<file path="config.mk">
export PLATFORM = sky130hd
export DESIGN_NAME = pipe_skid_reg
export DESIGN_NICKNAME = d
export VERILOG_FILES = /design/src/rtl/pipe_skid_reg_pkg.sv /design/src/rtl/pipe_skid_reg.sv
export SDC_FILE = /design/constraint.sdc
export NUM_CORES = 1
export LEC_CHECK = 0
export CORE_ASPECT_RATIO = 0.75
export CORE_MARGIN = 5
export CORE_UTILIZATION = 52
export CTS_BUF_LIST = sky130_fd_sc_hd__clkbuf_4
export CTS_CLUSTER_DIAMETER = 30
export DETAILED_ROUTE_END_ITERATION = 16
export PLACE_DENSITY = 0.85
export SLEW_MARGIN = 20
export SYNTH_ARGS = -nofsm -noshare
export SYNTH_HDL_FRONTEND = slang
export SYNTH_SLANG_ARGS = --single-unit
</file>
<file path="constraint.sdc">
create_clock -name i_clk -period 10.6 [get_ports i_clk]
set_clock_uncertainty 0.1 [all_clocks]
set_input_delay 3.18 -clock i_clk [delete_from_list [all_inputs] [get_ports i_clk]]
set_output_delay 3.18 -clock i_clk [all_outputs]
set_load 0.01 [all_outputs]
</file>
<file path="src/rtl/pipe_skid_reg_pkg.sv">
// Shared pipeline definitions: skid-buffer FSM encoding and the NOP bubble payload.
package pipe_skid_reg_pkg;

  typedef enum logic [1:0] {
    ST_EMPTY = 2'd0,
    ST_ONE   = 2'd1,
    ST_TWO   = 2'd2
  } skid_state_e;

  // PC = 0, instruction = addi x0,x0,0 (NOP), PC+4 = 4
  localparam logic [95:0] NOP_PAYLOAD = {32'h0, 32'h00000013, 32'h4};

endpackage

</file>
<file path="src/rtl/pipe_skid_reg.sv">
// Two-entry skid pipeline register; o_ready comes only from state, so the
// downstream ready never reaches upstream combinationally.
//
// state    | meaning
// ---------+---------------------------------------------------------------
// ST_EMPTY | no entries held; o_data shows last main value
// ST_ONE   | main holds the head entry; still accepting
// ST_TWO   | main holds head, skid holds the next; upstream stalled
module pipe_skid_reg
  import pipe_skid_reg_pkg::*;
#(
  parameter int                 DATA_W   = 96,
  parameter logic [DATA_W-1:0]  RST_DATA = DATA_W'(NOP_PAYLOAD)
) (
  input  logic              i_clk,
  input  logic              i_rst,
  input  logic              i_flush,
  input  logic              i_valid,
  output logic              o_ready,
  input  logic [DATA_W-1:0] i_data,
  output logic              o_valid,
  input  logic              i_ready,
  output logic [DATA_W-1:0] o_data,
  output logic [1:0]        o_count
);

  skid_state_e       state_q, state_d;
  logic [DATA_W-1:0] main_q, main_d;
  logic [DATA_W-1:0] skid_q, skid_d;
  logic              in_fire, out_fire;

  assign o_valid  = (state_q == ST_ONE) || (state_q == ST_TWO);
  assign o_ready  = (state_q == ST_EMPTY) || (state_q == ST_ONE);
  assign o_data   = main_q;
  assign in_fire  = i_valid & o_ready;
  assign out_fire = o_valid & i_ready;

  always_comb begin
    o_count = 2'd0;
    case (state_q)
      ST_ONE:  o_count = 2'd1;
      ST_TWO:  o_count = 2'd2;
      default: o_count = 2'd0;
    endcase
  end

  always_comb begin
    state_d = state_q;
    main_d  = main_q;
    skid_d  = skid_q;
    if (i_flush) begin
      // a same-cycle out_fire still counts as consumed; any in_fire is dropped
      state_d = ST_EMPTY;
      main_d  = RST_DATA;
      skid_d  = RST_DATA;
    end else begin
      case (state_q)
        ST_EMPTY: begin
          if (in_fire) begin
            main_d  = i_data;
            state_d = ST_ONE;
          end
        end
        ST_ONE: begin
          if (in_fire && out_fire) begin
            main_d = i_data;
          end else if (out_fire) begin
            state_d = ST_EMPTY;
          end else if (in_fire) begin
            skid_d  = i_data;
            state_d = ST_TWO;
          end
        end
        ST_TWO: begin
          if (out_fire) begin
            main_d  = skid_q;
            state_d = ST_ONE;
          end
        end
        default: begin
          state_d = ST_EMPTY;
        end
      endcase
    end
  end

  always_ff @(posedge i_clk or posedge i_rst) begin
    if (i_rst) begin
      state_q <= ST_EMPTY;
      main_q  <= RST_DATA;
      skid_q  <= RST_DATA;
    end else begin
      state_q <= state_d;
      main_q  <= main_d;
      skid_q  <= skid_d;
    end
  end

endmodule
</file>
==> impl_metrics.csv <==
group,metric,value,unit
synthesis,syn-num-nets,770,
cells_and_area,drive_gt1_share,17.6,%
clocking,path_clk_slew,150,ps
sta,report.final.slew_viol_count,0,
global_route,grt_pass1_vias,6493,
clocking,clkSinkCount,194,
power,cellPowerDensity,234,mW/mm²
drt,drc_errors,0,
clocking,cts_buffers,17,
power,p_sw_share,32.9,%
setup_path,startpoint_type,"primary input",
synthesis,synth_xor_area_share,0.0997,%
floorplanning,initial_core_util,52.5,%
synthesis,ys_types,34,
drt,detail-route-antenna-nets,0,
global_route,grt_pass1_wl,34300,µm
run,drv_cap,0,
global_route,grt_max_degree,111,
sta,finalSetupViolations,0,
setup_path,cp.required,10970,ps
place,place_congestion,0.848,
sta,rsz0062_at_grt,"false",
setup_path,critPathArrivalTime,6130,ps
floorplanning,ios,201,
synthesis,async_flop_share,100,%
cells_and_area,diodes,0,
clocking,post_cts_buffers,0,
place,hpwl,14000,µm
clocking,cts_hold_buffers,0,
drt,firstDrtPassIters,5,
synthesis,synth-compound-area-share,11.0,%
floorplanning,rows,41,
sta,period_needed,5770,ps
sta,maxSlewHeadroom,25.6,%
synthesis,ys.flop_type,"dfrtp_1",
power,comb_power_share,42.1,%
power,p_seq_share,41.8,%
power,ir_worst_vdd,0.000114,V
synthesis,yosysWarnings,0,
synthesis,yosysSeqAreaShare,55.4,%
synthesis,avgSynthCellArea,13.2,µm²
cells_and_area,final_cells,1062,
global_route,grtUsageTotal,21.8,%
power,switchingPower,860,µW
global_route,grt-ovfl-total,0,
drt,wl,21600,µm
setup_path,cp-end-kind,"register",
synthesis,synthesis.area,0.00878,mm²
place,place_inst,1029,
sta,finalWorstSetupSlack,4830,ps
synthesis,yosys.area_share.adder,0.855,%
cells_and_area,final_cell_area,0.0112,mm²
power,clkPwrFrac,16.1,%
synthesis,ys_ff_latch,194,
clocking,cts_resized,0,
power,leakagePower,4.91,nW
clocking,cts_tree,"yes",
sta,fin_crit_sh,54.4,%
drt,wl_per_cell,20.3,µm
setup_path,critical_path_class,"primary input to register",
clocking,htreeDepth,4,
place,dpl_worst_slack,3910,ps
setup_path,cp_max_fo,54,
place,dpl-instance-area,0.0108,mm²
synthesis,synth_cells,663,
floorplanning,core_area,0.0167,mm²
drt,drtIter0Drc,429,
synthesis,synthMuxAreaShare,24.3,%
global_route,grt_antenna_before_repair,0,
drt,vias,6168,
place,port_buffers,200,
clocking,clk_latency,570,ps
min_path,hp-class,"register to register",
floorplanning,die_area,0.0196,mm²
clocking,clk_path_buf_depth,2,
floorplanning,die_h,123,µm
drt,via_per_inst,5.81,
status,outcome,"complete, no violations",
sta,max_freq,173,MHz
sta,hold_violations,0,
cells_and_area,fin_util,66.8,%
power,p_int,1.75,mW
sta,final.setup.tns,0,ps
cells_and_area,multi_input_area,0.00364,mm²
cells_and_area,final_nets,941,
cells_and_area,num-fill-cells,1178,
clocking,root_buffer,"clkbuf_4",
synthesis,synth_top_family_by_area,"multiplexers",
sta,max_slew.worst_pin.slew,1120,ps
cells_and_area,area_delta_synth_final,27.1,%
synthesis,synth-simple-area-share,4.93,%
cells_and_area,register_area,0.00486,mm²
floorplanning,die_x,160,µm
synthesis,synth_edf_count,0,
-- critical path, stage by stage --
cell and delay [ps]:
clkdlybuf4s50_1 660, nand3_1 150, a21oi_2 260, and2_4 670, buf_4 700, mux2_2 410
-- metrics by stage --
step | total power [mW] | hold slack, ps
floorplan | 1.71 | 373
global placement | 2.17 | 387
detailed placement | 2.21 | 391
CTS | 2.63 | 426
global route | 2.74 | 439
finish | 2.61 | 422
-- sequential cells by signal, indices dropped and copies added (netlist names) --
name,count
o_data,96
skid_q,96
state_q,2
-- metal layers --
metal	routed length (µm)	share of wire, %	GRT usage [%]
met1	9700	45	29.7
met2	9840	46	33.6
met3	1760	8.1	7.85
met4	262	1.2	5.53
met5	0	0	0
-- power by group through the flow --
stage / sequential [mW] / combinational, mW / clock [mW]
global route: 1.11 / 1.17 / 0.459
detailed placement: 1.10 / 1.10 / 0
CTS: 1.09 / 1.11 / 0.432
finish: 1.09 / 1.10 / 0.420
floorplan: 1.14 / 0.571 / 0
global placement: 1.09 / 1.08 / 0
-- cells in the mapped netlist, types with 2 or more instances --
cell type	number	area [µm²]
a21oi_1	4	20.0
a22o_1	93	815
a31oi_1	5	31.3
buf_1	2	7.51
buf_2	23	115
buf_6	7	78.8
clkbuf_1	21	78.8
dfrtp_1	186	4650
dfstp_2	8	210
ha_1	6	75.1
inv_1	4	15.0
mux2_2	56	631
mux2_4	36	541
mux2i_1	96	961
nand2_1	2	7.51
nand3_1	2	10.0
nor2_1	92	345
o22a_1	4	35.0
-- area by class of cell --
class	instances	area share [%]
clock buffers	19	1.28
clock inverters	13	1.41
inverters	5	0.213
multi-input cells	410	32.6
flip-flops and latches	194	43.6
well taps	215	2.41
repair buffers	206	18.5
-- kinds of logic after synthesis --
family,after synthesis
AOI/OAI and AO/OA,112
xor gates and xnor gates,1
adders and majority gates,6
buffers and inverters,59
DFF,194
muxes,188
and+or+nand+nor,103
-- final timing paths --
path / start / to / slack [ps] / cells past startpoint
hold / removal: skid_q[18]$_DFFE_PP0P_ / skid_q[18]$_DFFE_PP0P_ / 420 / 1
hold reg to reg: skid_q[18]$_DFFE_PP0P_ / skid_q[18]$_DFFE_PP0P_ / 420 / 1
min in group asynchronous: i_rst / skid_q[21]$_DFFE_PP0P_ / 3060 / 2
setup reg to reg: state_q[0]$_DFFE_PP0P_ / o_data[75]$_DFFE_PP0P_ / 6790 / 7
max in group asynchronous: i_rst / skid_q[10]$_DFFE_PP0P_ / 6000 / 3
setup / recovery: i_valid / o_data[75]$_DFFE_PP0P_ / 4830 / 6
-- cell usage in the layout (no fill, tap or decap), types with 2 or more instances in the layout --
master,synthesis,layout
clkinvlp_4,0,2
a22o_1,93,93
bufinv_16,0,3
dfstp_2,8,8
a21oi_1,4,4
inv_1,4,3
nor2_1,92,92
a31oi_4,1,2
buf_4,0,5
ha_1,6,5
inv_6,0,4
clkbuf_4,0,19
clkdlybuf4s50_1,0,199
dfrtp_1,186,186
nand2_1,2,2
nand3_1,2,2
clkinv_2,0,2
mux2i_1,96,96
mux2_4,36,36
o22a_1,4,4
a31oi_1,5,4
mux2_2,56,56
clkinv_1,0,2
No activity file was read; power rests on OpenSTA's default activity.
